**src/rtl/bist_stim_resp_ctrl.sv**
```systemverilog
// BIST stimulus/response controller.
// Drives LFSR patterns into a combinational netlist under test, compacts the
// returned responses into a MISR signature and compares it against a golden value.
module bist_stim_resp_ctrl #(
    parameter int               PAT_W     = 14,
    parameter int               RSP_W     = 8,
    parameter int               CNT_W     = 16,
    parameter logic [PAT_W-1:0] LFSR_SEED = 14'h0001,
    parameter logic [PAT_W-1:0] LFSR_TAPS = 14'h3802,
    parameter logic [RSP_W-1:0] MISR_POLY = 8'h1D,
    parameter int               RSP_LAT   = 1
) (
    input  logic             clk,
    input  logic             rst,
    input  logic             start,
    input  logic             abort,
    input  logic [CNT_W-1:0] num_pat,
    input  logic [RSP_W-1:0] golden_i,
    output logic [PAT_W-1:0] pat_o,
    output logic             pat_valid_o,
    input  logic [RSP_W-1:0] rsp_i,
    output logic             busy,
    output logic             done,
    output logic [RSP_W-1:0] signature,
    output logic             pass
);

    // An all-zero seed locks the LFSR; latency beyond 3 is unsupported.
    if (LFSR_SEED == '0) begin : g_bad_seed
        $error("bist_stim_resp_ctrl: LFSR_SEED must be nonzero");
    end
    if (RSP_LAT < 0 || RSP_LAT > 3) begin : g_bad_lat
        $error("bist_stim_resp_ctrl: RSP_LAT must be in 0..3");
    end

    typedef enum logic [1:0] {S_IDLE, S_RUN, S_DRAIN, S_DONE} state_t;

    state_t           state, state_nxt;
    logic [PAT_W-1:0] lfsr;
    logic [RSP_W-1:0] misr;
    logic [CNT_W-1:0] cnt;
    logic [1:0]       drain_cnt;
    logic [RSP_W-1:0] sig_q;
    logic             pass_q;
    logic             cap_valid;
    logic             launch;
    logic [PAT_W-1:0] lfsr_nxt;
    logic [RSP_W-1:0] misr_nxt;

    // A run launches only from IDLE; abort overrides a simultaneous start.
    assign launch   = (state == S_IDLE) && start && !abort;
    assign lfsr_nxt = {lfsr[PAT_W-2:0], ^(lfsr & LFSR_TAPS)};
    assign misr_nxt = {misr[RSP_W-2:0], 1'b0}
                    ^ (misr[RSP_W-1] ? MISR_POLY : '0)
                    ^ rsp_i;

    // State register.
    always_ff @(posedge clk) begin
        // NOTE: sequential state uses non-blocking assignments so every flop
        // samples pre-edge values regardless of block ordering.
        if (rst) state <= S_IDLE;
        else     state <= state_nxt;
    end

    // Next-state logic.
    always_comb begin
        // NOTE: default assigned first so no path leaves state_nxt unassigned,
        // which would otherwise infer a latch.
        state_nxt = state;
        case (state)
            S_IDLE: begin
                if (launch) state_nxt = (num_pat == '0) ? S_DONE : S_RUN;
            end
            S_RUN: begin
                if (abort)
                    state_nxt = S_IDLE;
                else if (cnt <= CNT_W'(1))
                    state_nxt = (RSP_LAT == 0) ? S_DONE : S_DRAIN;
            end
            S_DRAIN: begin
                if (abort)                state_nxt = S_IDLE;
                else if (drain_cnt == '0) state_nxt = S_DONE;
            end
            S_DONE: state_nxt = S_IDLE;
            default: state_nxt = S_IDLE;
        endcase
    end

    // Pattern generator, pattern/drain counters, MISR and result registers.
    always_ff @(posedge clk) begin
        if (rst) begin
            lfsr      <= LFSR_SEED;
            misr      <= '0;
            cnt       <= '0;
            drain_cnt <= '0;
            sig_q     <= '0;
            pass_q    <= 1'b0;
        end else begin
            if (cap_valid) misr <= misr_nxt;
            if (launch) begin
                lfsr <= LFSR_SEED;
                misr <= '0;
                cnt  <= num_pat;
            end
            if (state == S_RUN) begin
                lfsr      <= lfsr_nxt;
                drain_cnt <= 2'(RSP_LAT - 1);
                if (cnt != '0) cnt <= cnt - CNT_W'(1);
            end
            if (state == S_DRAIN && drain_cnt != '0)
                drain_cnt <= drain_cnt - 2'd1;
            if (state == S_DONE && !abort) begin
                sig_q  <= misr;
                pass_q <= (misr == golden_i);
            end
        end
    end

    // Response capture strobe: pattern valid delayed by the netlist latency.
    if (RSP_LAT == 0) begin : g_lat0
        assign cap_valid = pat_valid_o;
    end else begin : g_latn
        logic [RSP_LAT-1:0] vld_sr;

        // Valid delay line; abort discards any captures still in flight.
        always_ff @(posedge clk) begin
            if (rst || abort) begin
                vld_sr <= '0;
            end else begin
                vld_sr[0] <= pat_valid_o;
                for (int i = 1; i < RSP_LAT; i++) vld_sr[i] <= vld_sr[i-1];
            end
        end
        assign cap_valid = vld_sr[RSP_LAT-1];
    end

    // Outputs: the result is shown live in the DONE cycle and held afterwards.
    assign pat_valid_o = (state == S_RUN);
    assign pat_o       = pat_valid_o ? lfsr : '0;
    assign busy        = (state == S_RUN) || (state == S_DRAIN);
    assign done        = (state == S_DONE) && !abort;
    assign signature   = done ? misr : sig_q;
    assign pass        = done ? (misr == golden_i) : pass_q;

endmodule

```
**config.mk**
```make
export PLATFORM = sky130hd
export DESIGN_NAME = bist_stim_resp_ctrl
export DESIGN_NICKNAME = d
export VERILOG_FILES = /design/src/rtl/bist_stim_resp_ctrl.sv
export SDC_FILE = /design/constraint.sdc
export NUM_CORES = 1
export LEC_CHECK = 0
export CAP_MARGIN = 25
export CORE_MARGIN = 2
export CORE_UTILIZATION = 51
export DETAILED_ROUTE_END_ITERATION = 8
export GPL_ROUTABILITY_DRIVEN = 0
export PLACE_DENSITY_LB_ADDON = 0.08
export SYNTH_ARGS = -nofsm -noshare
export SYNTH_HDL_FRONTEND = slang
export SYNTH_SLANG_ARGS = --single-unit
```
**constraint.sdc**
```tcl
create_clock -name clk -period 2.5 [get_ports clk]
set_input_delay 0.5 -clock clk [delete_from_list [all_inputs] [get_ports clk]]
set_output_delay 0.5 -clock clk [all_outputs]
set_load 0.01 [all_outputs]
```
==> Flow_metrics.wiki, run 1 <==
{| class="wikitable"
! Metric !! Value
|-
| Run status || finished, final reports clean
|-
| Synthesis warning total || 0
|-
| Final setup fails || 0
|-
| Fraction of the cycle the final worst path needs || 99.5%
|-
| Buffer and inverter count on the worst path || 3
|-
| Max-cap violations || 0
|-
| Endpoint type of the worst setup path || flip-flop
|-
| Iteration-0 DRC Markers || 150
|-
| Async set-or-reset flop fraction in the synthesized netlist || 0%
|-
| ANT nets after route || 0
|-
| Met3 usage in global routing || 3.45%
|-
| Clock tree sinks || 52
|-
| Final wirelength || 6.63 mm
|-
| Post-CTS Hold Buffers || 0
|-
| Maximum root-to-sink buffer count || 2
|-
| Site Rows || 26
|-
| CP peak stage delay || 0.62 ns
|-
| Number of diodes || 0
|-
| GRT Residual Overflow || 0
|-
| Placement-stage cell area || 0.00358 sq mm
|-
| CP delay by family, top || simple AND/OR/NAND/NOR gates
|-
| Max Fanout on Critical Path || 20
|-
| Hold slack final || 0.483 ns
|-
| Number of standard cells after synthesis || 322
|-
| Clock Pin Slew Worst Setup and Hold Paths || 0.09 ns
|-
| GR met2 Demand/Resource || 37.8%
|-
| Hold Fails Final Rpt || 0
|-
| Achievable Freq || 402 MHz
|-
| Full die area || 0.00609 sq mm
|-
| Chip Width || 78.1 um
|-
| Transition time of the tightest slew-check pin || 0.789 ns
|-
| GR Layer Usage met1 || 30.6%
|-
| Sequential cell area fraction in the yosys report || 37.2%
|-
| Average size of a mapped cell || 8.69 sq um
|-
| Wire length of the first global-routing pass || 11.2 mm
|-
| Yosys reg bits || 52
|-
| Max H-tree Level || 2
|-
| Final worst clock skew || 0.00437 ns
|-
| Maximum number of pins on one net before global-route repair || 50
|-
| Post-layout min period || 2.49 ns
|-
| Initial antenna violation count || 0
|-
| Average via count per standard cell || 5.46
|-
| IR Drop Worst-Case VDD || 0.526 mV
|-
| Final core area utilization || 71.6%
|-
| Design area || 0.00373 sq mm
|-
| Die outline height || 78.1 um
|-
| # nets final || 439
|-
| Grt peak-use layer || met2
|-
| Overall routing resource usage || 22.6%
|-
| Area growth from synthesis to layout || 33.2%
|-
| Cell taking the most area after synthesis || dfxtp_1
|-
| Post-Syn Area || 0.00280 sq mm
|-
| Required time of the worst setup path || 2.75 ns
|-
| Clock tree from TritonCTS || built
|-
| Leakage power of the design || 1.40 nW
|-
| Detailed-router iteration count before antenna repair || 4
|-
| Critical-path cell list || inv_1 -> ha_1 -> or4b_2 -> buf_4 -> nor4_4 -> nor2_2 -> buf_12 -> a41oi_1 -> o221a_2
|-
| I/O pin count || 62
|-
| Per-cell routed wire length || 14.3 um
|-
| Synth cell types || 47
|-
| Top flip-flop cell by instance count after synthesis || dfxtp_1
|-
| Type of the setup path with the least slack || flip-flop to flip-flop
|-
| Fin. max-slew vios || 0
|-
| Net count of the mapped netlist || 367
|-
| Number of global-route vias before repair || 2394
|-
| Fraction of layout cells with a size suffix above 1 || 14.2%
|-
| Startpoint Class || flip-flop
|-
| Detailed-route via count || 2540
|-
| Proportion of netlist area held by the largest area contributor || 37.2%
|-
| Number of port buffers || 61
|-
| Starting density of the core || 53.7%
|-
| Dpl hpwl || 4.76 mm
|-
| Clk root buf || clkbuf_8
|-
| Worst hold-check path type || flip-flop to flip-flop
|-
| Headroom to the max-slew limit || 47.2%
|-
| Synth top area cells || dfxtp_1 37%, xnor2_1 7.5%, nor2_1 5.4%
|-
| Clock network latency to the later pin of the worst-skew pair || 0.30 ns
|-
| EDFF count, synth || 0
|-
| Power density cells || 809 mW/mm^2
|-
| TritonCTS buffer count || 5
|-
| Core ar. || 0.00520 sq mm
|-
| Arrival time worst endpoint || 2.73 ns
|-
| Residual DRC || 0
|-
| Slowest cell on the critical path || or4b_2
|}
-- synthesized netlist by cell type, types with 2 or more instances --
cell type	count
a311oi_1	4
inv_1	13
or2_2	4
nand2b_1	2
or4_1	5
mux2i_1	3
clkbuf_1	12
ha_1	9
a32oi_1	2
and2_1	14
mux2_2	9
or4_4	2
nand4_1	2
nor2b_1	9
nor2_1	40
o31ai_1	4
a31oi_1	5
buf_6	2
a211oi_1	9
nand2_1	16
a41oi_1	2
xnor2_1	24
nand3_1	3
nor3_1	11
o221a_1	2
o21ai_0	6
dfxtp_1	52
nor4_1	10
a21oi_1	25
and3_1	3
a21oi_4	2
-- cells by family after synthesis --
family	synth area share, %
buf+inv	5.32
simple gates	24.6
compound gates	16.6
xor+xnor	7.51
flops	37.2
fa+ha+maj	4.03
mux	4.70
-- timing repair --
action,CTS,global route
setup buffers,0,2
resized for setup,11,3
pin swaps,0,1
endpoints found under the setup margin,24,4
gates cloned,0,0
-- final timing paths --
kind | from | endpoint | slack, ns | cells past startpoint
worst min register to register | lfsr[4] | lfsr[4] | 0.48 | 2
worst max-delay path | cnt[0] | cnt[14] | 0.01 | 9
worst max register to register | cnt[0] | cnt[14] | 0.01 | 9
worst min-delay path | lfsr[4] | lfsr[4] | 0.48 | 2
-- layout by cell type, fill, tap and decap left out, drive strengths merged, types with 2 or more instances in the layout --
cell type | Yosys | routed
nor2b | 9 | 9
a21oi | 27 | 27
inv | 13 | 13
o31ai | 4 | 4
and2 | 14 | 14
nand4 | 2 | 2
and3 | 3 | 3
ha | 9 | 9
a211oi | 9 | 9
a311oi | 4 | 4
nor3 | 11 | 11
buf | 2 | 21
nor2 | 40 | 40
nand2b | 2 | 2
dlygate4sd2 | 0 | 9
a31oi | 5 | 5
o21ai | 6 | 6
clkbuf | 13 | 7
or2 | 4 | 4
clkdlybuf4s50 | 0 | 52
mux2 | 9 | 9
nor4 | 11 | 11
mux2i | 3 | 3
o311ai | 2 | 2
xnor2 | 24 | 24
a41oi | 2 | 2
nand3 | 3 | 3
or4 | 7 | 7
nand2 | 16 | 16
a32oi | 2 | 2
o221a | 3 | 3
dfxtp | 52 | 52
-- flip-flops by register name (all words and copies together) (netlist names) --
| signal | cells |
|---|---|
| cnt | 16 |
| state | 2 |
| misr | 8 |
| drain_cnt | 2 |
| cap_valid | 1 |
| lfsr | 14 |
| sig_q | 8 |
| pass_q | 1 |
-- worst reg2reg max path, stage by stage (launching register included) --
cell     delay (ns)
dfxtp_1        0.32
inv_1          0.10
ha_1           0.16
or4b_2         0.62
buf_4          0.17
nor4_4         0.35
nor2_2         0.09
buf_12         0.16
a41oi_1        0.25
o221a_2        0.23
-- per-layer routing --
metal  vias up  wire length, um
met5         -                0
met4         0               74
met3         6              405
met2        78             3160
met1      1165             2990
li1       1291                -
-- power breakdown --
part	switching [mW]	total [mW]	internal, mW
combinational	0.710	1.34	0.628
clock	0.263	0.616	0.353
sequential	0.121	1.06	0.939
-- per-stage QoR --
step | total power [mW] | cells | setup slack (ns) | setup TNS [ns]
after floorplan | 1.94 | 322 | 0.229 | 0
after global placement | 2.33 | 455 | -0.0832 | -0.712
after detailed placement | 2.35 | 455 | -0.0974 | -0.822
after CTS | 2.98 | 463 | 0.0839 | 0
after global routing | 3.21 | 465 | -0.0311 | -0.0311
final | 3.01 | 465 | 0.0135 | 0
-- area by class of cell --
| type | count | area (sq um) |
|---|---|---|
| multi-input cells | 240 | 1630 |
| fillers | 447 | 1480 |
| flip-flops and latches | 52 | 1040 |
| repair buffers | 82 | 795 |
| clock buffers | 7 | 96.3 |
| well taps | 70 | 87.6 |
| inverters | 13 | 48.8 |
| clock inverters | 1 | 30.0 |
No activity file was read; power rests on OpenSTA's default activity.
==> inputs of run 2 (changes only) <==
--- a/config.mk
+++ b/config.mk
@@ -6,6 +6,7 @@
 export NUM_CORES = 1
 export LEC_CHECK = 0
 export CAP_MARGIN = 25
+export CORE_ASPECT_RATIO = 1.25
 export CORE_MARGIN = 2
 export CORE_UTILIZATION = 51
 export DETAILED_ROUTE_END_ITERATION = 8
==> Flow_metrics.wiki, run 2 (same netlist as run 1, synthesis figures left out) <==
{| class="wikitable"
! Metric !! Value
|-
| Run status || finished, final reports clean
|-
| Number of cells traversed by the worst hold path || 2 (unchanged)
|-
| Clock network latency to the later pin of the worst-skew pair || 0.30 ns (about the same)
|-
| Type of the setup path with the least slack || primary input to primary output
|-
| Number of cells on the worst reg-to-reg path || 7 (-2)
|-
| FF/Latch Area || 0.00104 sq mm (unchanged)
|-
| Reg2reg end || cnt[15]
|-
| Maximum number of pins on one net before global-route repair || 50 (unchanged)
|-
| Clock tree from TritonCTS || built
|-
| Max Fanout on Critical Path || 11 (-45%)
|-
| Average via count per standard cell || 5.69 (+4.1%)
|-
| Endpoint type of the worst setup path || primary output
|-
| Worst hold-check path type || flip-flop to flip-flop
|-
| Number of port buffers || 61 (unchanged)
|-
| IR Drop Worst-Case VDD || 0.421 mV (-20%)
|-
| Wire length of the first global-routing pass || 11.7 mm (+4.5%)
|-
| Die outline height || 86.8 um (+11%)
|-
| GRT Residual Overflow || 0 (unchanged)
|-
| Unrepaired setup endpoints after global routing || no
|-
| Design area || 0.00365 sq mm (-2.2%)
|-
| Transition time of the tightest slew-check pin || 0.891 ns (+0.102 ns)
|-
| Max H-tree Level || 2 (unchanged)
|-
| Endpoint, Worst Hold || lfsr[7]
|-
| Number of flip-flops in the largest register || 16 (unchanged)
|-
| Chip Width || 70.2 um (-10%)
|-
| Detailed-route via count || 2587 (+1.9%)
|-
| Placement-stage cell area || 0.00354 sq mm (-0.98%)
|-
| Core ar. || 0.00537 sq mm (+3.1%)
|-
| Achievable Freq || 417 MHz (+3.8%)
|-
| Number of global-route vias before repair || 2540 (+6.1%)
|-
| Buffer count from post-CTS setup fixing || 0 (unchanged)
|-
| Dpl hpwl || 5.05 mm (+6.1%)
|-
| Summed negative setup slack over all endpoints || 0 ns (unchanged)
|-
| Max-cap violations || 0 (unchanged)
|-
| Iteration-0 DRC Markers || 90 (-40%)
|-
| Area growth from synthesis to layout || 30.3%
|-
| Critical register-to-register path startpoint || cnt[10]
|-
| Most frequent cells in the layout || 52 x dfxtp_1, 52 x clkdlybuf4s50_1, 39 x nor2_1, 25 x a21oi_1, 24 x xnor2_1
|-
| Post-CTS Hold Buffers || 0 (unchanged)
|-
| Post-layout min period || 2.40 ns (-0.0902 ns)
|-
| ANT nets after route || 0 (unchanged)
|-
| Filler cell count || 482 (+7.8%)
|-
| Fraction of the cycle the final worst path needs || 95.8% (-3.6 points)
|-
| Startpoint Class || primary input
|-
| Power density cells || 796 mW/mm^2 (-1.6%)
|-
| I/O pin count || 62 (unchanged)
|-
| Final worst clock skew || 0.00712 ns (+0.00275 ns)
|-
| Overall routing resource usage || 23.8% (+1.2 points)
|-
| Per-cell routed wire length || 15.3 um (+7.4%)
|-
| GR Layer Usage met1 || 28.4% (-2.2 points)
|-
| Hold Fails Final Rpt || 0 (unchanged)
|-
| Required time of the worst setup path || 2.00 ns (-0.75 ns)
|-
| Fin. max-slew vios || 0 (unchanged)
|-
| Maximum root-to-sink buffer count || 2 (unchanged)
|-
| Clock Pin Slew Worst Setup and Hold Paths || 0.09 ns (about the same)
|-
| Full die area || 0.00610 sq mm (about the same)
|-
| Largest registers || cnt x16, lfsr x14
|-
| Met3 usage in global routing || 4.88% (+1.4 points)
|-
| Register bank with the most flops || cnt
|-
| Number of diodes || 0 (unchanged)
|-
| Detailed-router iteration count before antenna repair || 4 (unchanged)
|-
| Grt peak-use layer || met2
|-
| Fraction of layout cells with a size suffix above 1 || 12.8% (-1.4 points)
|-
| Leakage power of the design || 1.37 nW (-2.1%)
|-
| Headroom to the max-slew limit || 40.4% (-6.9 points)
|-
| Final setup fails || 0 (unchanged)
|-
| Residual DRC || 0 (unchanged)
|-
| Final core area utilization || 67.9% (-3.7 points)
|-
| Arrival time worst endpoint || 1.90 ns (-0.83 ns)
|-
| Multi-input combinational cell area || 0.00162 sq mm (-0.77%)
|-
| Initial antenna violation count || 0 (unchanged)
|-
| # nets final || 435 (-0.91%)
|-
| TritonCTS buffer count || 5 (unchanged)
|-
| Site Rows || 30 (+15%)
|-
| Clk root buf || clkbuf_8
|-
| Hold path start || lfsr[7]
|-
| Clock tree sinks || 52 (unchanged)
|-
| GR met2 Demand/Resource || 42.6% (+4.8 points)
|-
| Starting density of the core || 52.1% (-1.6 points)
|-
| FF-to-FF setup slack || 0.18 ns (+0.17 ns)
|-
| Final wirelength || 6.97 mm (+5.1%)
|}
-- run 2: worst max path at each step --
| stage | startpoint | to | slack [ns] | cells past startpoint |
|---|---|---|---|---|
| 2_1_floorplan | cnt[0] | cnt[14] | 0.23 | 7 |
| 3_3_place_gp | abort | signature[7] | -0.08 | 6 |
| 3_5_place_dp | golden_i[1] | pass | -0.12 | 5 |
| 4_1_cts | cnt[0] | cnt[9] | 0.04 | 7 |
| 5_1_grt | state[1] | pat_o[12] | 0.006 | 5 |
| 6_report | abort | signature[1] | 0.10 | 6 |
-- run 2: timing repair --
action,4_1_cts,5_1_grt
resized for setup,9,3
hold endpoints to repair,0,0
setup endpoints to repair,9,14
pin swaps,0,3
-- run 2: routing by layer --
| layer | wire length, um | up-vias |
|---|---|---|
| li1 | - | 1273 |
| met4 | 101 | 0 |
| met1 | 2920 | 1216 |
| met3 | 407 | 11 |
| met2 | 3540 | 87 |
| met5 | 0 | - |
-- run 2: area by class of cell --
| cell class | instances | share of cell area (%) |
|---|---|---|
| Multi-Input combinational cell | 240 | 44.3 |
| Sequential cell | 52 | 28.6 |
| Timing Repair Buffer | 78 | 20.6 |
| Tap cell | 64 | 2.20 |
| Clock buffer | 6 | 1.99 |
| Inverter | 13 | 1.34 |
| Clock inverter | 2 | 0.961 |
-- run 2: critical path, stage by stage --
cell and delay (ns):
clkdlybuf4s50_1 0.48, inv_1 0.06, nand2_1 0.10, buf_12 0.14, mux2_2 0.34, dlygate4sd2_1 0.29
-- run 2: where the power goes --
part	internal (mW)	switching, mW
combinational	0.560	0.711
sequential	0.939	0.116
clock	0.298	0.278
total	1.80	1.10
-- run 2: metrics by stage --
stage          instances  hold slack, ns  total power [mW]  setup slack, ns
2_1_floorplan        322           0.448              1.94            0.229
3_3_place_gp         447           0.455              2.28          -0.0796
3_5_place_dp         447           0.466              2.31           -0.121
4_1_cts              455           0.489              2.89           0.0410
5_1_grt              455           0.517              3.10          0.00600
6_report             455           0.483              2.90            0.104
==> inputs of run 3 (changes only) <==
--- a/config.mk
+++ b/config.mk
@@ -12,6 +12,7 @@
 export DETAILED_ROUTE_END_ITERATION = 8
 export GPL_ROUTABILITY_DRIVEN = 0
 export PLACE_DENSITY_LB_ADDON = 0.08
+export SETUP_SLACK_MARGIN = 0.4
 export SYNTH_ARGS = -nofsm -noshare
 export SYNTH_HDL_FRONTEND = slang
 export SYNTH_SLANG_ARGS = --single-unit
==> Flow_metrics.wiki, run 3 (same netlist as run 1, synthesis figures left out) <==
{| class="wikitable"
! Metric !! Value
|-
| Average via count per standard cell || 5.77 (+1.5%)
|-
| Site Rows || 30 (unchanged)
|-
| Max Fanout on Critical Path || 9 (-2)
|-
| Number of global-route vias before repair || 2604 (+2.5%)
|-
| Detailed-router iteration count before antenna repair || 4 (unchanged)
|-
| Wire length of the first global-routing pass || 12.3 mm (+4.9%)
|-
| Clock tree from TritonCTS || built
|-
| Most common cell after layout, fill and taps aside || dfxtp_1
|-
| Endpoint type of the worst setup path || primary output
|-
| Chip Width || 70.2 um (unchanged)
|-
| Core ar. || 0.00537 sq mm (unchanged)
|-
| Achievable Freq || 450 MHz (+7.8%)
|-
| Per-cell routed wire length || 16.3 um (+6.8%)
|-
| Maximum number of pins on one net before global-route repair || 21 (-58%)
|-
| Number of flip-flops in the largest register || 16 (unchanged)
|-
| Design area || 0.00403 sq mm (+10%)
|-
| Run status || finished, final reports clean
|-
| Fin. max-slew vios || 0 (unchanged)
|-
| Hold Fails Final Rpt || 0 (unchanged)
|-
| Post-CTS Hold Buffers || 0 (unchanged)
|-
| Dpl hpwl || 5.13 mm (+1.6%)
|-
| Overall routing resource usage || 25.1% (+1.3 points)
|-
| Most frequent cells in the layout || 45 x dfxtp_1, 39 x clkdlybuf4s50_1, 38 x nor2_1, 30 x buf_4
|-
| TritonCTS buffer count || 5 (unchanged)
|-
| Type of the setup path with the least slack || flip-flop to primary output
|-
| Critical-path cell list || inv_4 -> ha_4 -> buf_12 -> and2_1 -> clkdlybuf4s50_1
|-
| Clock tree sinks || 52 (unchanged)
|-
| Summed negative setup slack over all endpoints || 0 ns (unchanged)
|-
| CP delay by family, top || buffers and inverters
|-
| Max-cap violations || 0 (unchanged)
|-
| Unrepaired setup endpoints after global routing || yes
|-
| Die outline height || 86.8 um (unchanged)
|-
| Final setup fails || 0 (unchanged)
|-
| Final worst clock skew || 0.00961 ns (+0.00249 ns)
|-
| Initial antenna violation count || 0 (unchanged)
|-
| Transition time of the tightest slew-check pin || 0.536 ns (-0.355 ns)
|-
| Number of port buffers || 61 (unchanged)
|-
| Leakage power of the design || 1.62 nW (+18%)
|-
| Maximum root-to-sink buffer count || 2 (unchanged)
|-
| Placement-stage cell area || 0.00354 sq mm (unchanged)
|-
| Final core area utilization || 75.0% (+7.1 points)
|-
| Detailed-route via count || 2759 (+6.6%)
|-
| Final wirelength || 7.82 mm (+12%)
|-
| Number of diodes || 0 (unchanged)
|-
| ANT nets after route || 0 (unchanged)
|-
| Slowest cell on the critical path || clkdlybuf4s50_1
|-
| I/O pin count || 62 (unchanged)
|-
| Arrival time worst endpoint || 1.72 ns (-0.18 ns)
|-
| Post-route non-filler standard cell count || 478 (+5.1%)
|-
| Register bank with the most flops || cnt
|-
| Headroom to the max-slew limit || 64.1% (+24 points)
|-
| Residual DRC || 0 (unchanged)
|-
| # nets final || 458 (+5.3%)
|-
| Worst hold-check path type || flip-flop to flip-flop
|-
| Largest registers || cnt x16, lfsr x14
|-
| Number of instances in the placed design || 448 (+0.22%)
|-
| Total Power || 3.22 mW (+11%)
|-
| Required time of the worst setup path || 2.00 ns (about the same)
|-
| Full die area || 0.00610 sq mm (unchanged)
|-
| Area growth from synthesis to layout || 44.0%
|-
| Clock Pin Slew Worst Setup and Hold Paths || 0.10 ns (about the same)
|-
| Buffer and inverter count on the worst path || 3 (-1)
|-
| Starting density of the core || 52.1% (unchanged)
|-
| Fraction of layout cells with a size suffix above 1 || 27.1% (+14 points)
|-
| Fraction of the cycle the final worst path needs || 88.9% (-6.9 points)
|-
| Max H-tree Level || 2 (unchanged)
|-
| IR Drop Worst-Case VDD || 0.493 mV (+17%)
|-
| Startpoint Class || flip-flop
|-
| GRT Residual Overflow || 0 (unchanged)
|-
| Clock network latency to the later pin of the worst-skew pair || 0.31 ns (about the same)
|-
| Clk root buf || clkbuf_8
|-
| Power density cells || 799 mW/mm^2 (+0.41%)
|-
| Iteration-0 DRC Markers || 117 (+30%)
|-
| CP peak stage delay || 0.55 ns (+0.07 ns)
|-
| Post-layout min period || 2.22 ns (-0.173 ns)
|}
-- run 3: cell types whose count changed in the layout (fill, tap and decap cells not counted), moves of 4 or more --
| cell | previous run | this run |
|---|---|---|
| buf_4 | 15 | 30 |
| clkdlybuf4s50_1 | 52 | 39 |
| dlymetal6s2s_1 | 0 | 10 |
| dfxtp_1 | 52 | 45 |
| buf_6 | 0 | 6 |
| dlygate4sd2_1 | 9 | 3 |
| buf_2 | 0 | 5 |
| inv_1 | 13 | 8 |
| dfxtp_2 | 0 | 4 |
-- run 3: what timing repair did --
| action | in CTS | in global routing |
|---|---|---|
| buffers inserted | 13 | 6 |
| endpoints found under the setup margin | 49 | 41 |
| cloned | 1 | 2 |
| gates resized for setup | 60 | 44 |
| pin swaps | 9 | 17 |
-- run 3: final timing paths --
path	from	endpoint	slack, ns	depth (start not counted)
max	state[1]	pat_o[10]	0.28	5
min reg2reg	lfsr[7]	lfsr[7]	0.48	2
min	lfsr[7]	lfsr[7]	0.48	2
max reg2reg	cnt[1]	cnt[13]	0.29	7
-- run 3: where the power goes --
group          internal, mW  switching (mW)  total (mW)  leakage (nW)
Sequential            0.948           0.142        1.09         0.426
Clock                 0.226           0.286       0.512        0.0445
Combinational         0.776           0.841        1.62          1.15
-- run 3: area by class of cell --
class / count / area (sq um)
Timing Repair Buffer: 101 / 1000
Tap cell: 64 / 80.1
Sequential cell: 52 / 1060
Multi-Input combinational cell: 240 / 1740
Inverter: 13 / 55.1
Clock buffer: 7 / 86.3
Fill cell: 396 / 1340
Clock inverter: 1 / 7.51
-- run 3: worst reg2reg max path, delay by kind of cell, from the launching register on --
family,cells,cell delay [ns]
AO/OA/AOI/OAI,2,0.50
AND/OR/NAND/NOR,3,1.07
buffers and inverters,1,0.07
flip-flops,1,0.34
adder cells (fa/ha/maj),1,0.14
-- run 3: routing by layer --
layer | global-route usage (%) | wire, um | share of wire, %
met1 | 29.7 | 3170 | 41
met3 | 3.95 | 443 | 5.7
met2 | 46.4 | 4050 | 52
met5 | 0 | 0 | 0
met4 | 7.34 | 157 | 2.0
-- run 3: through the flow --
stage	hold slack (ns)	worst slack (ns)
after floorplan	0.448	0.357
after global placement	0.454	-0.0724
after detailed placement	0.464	-0.108
after CTS	0.488	0.239
after global routing	0.511	0.191
final	0.484	0.276
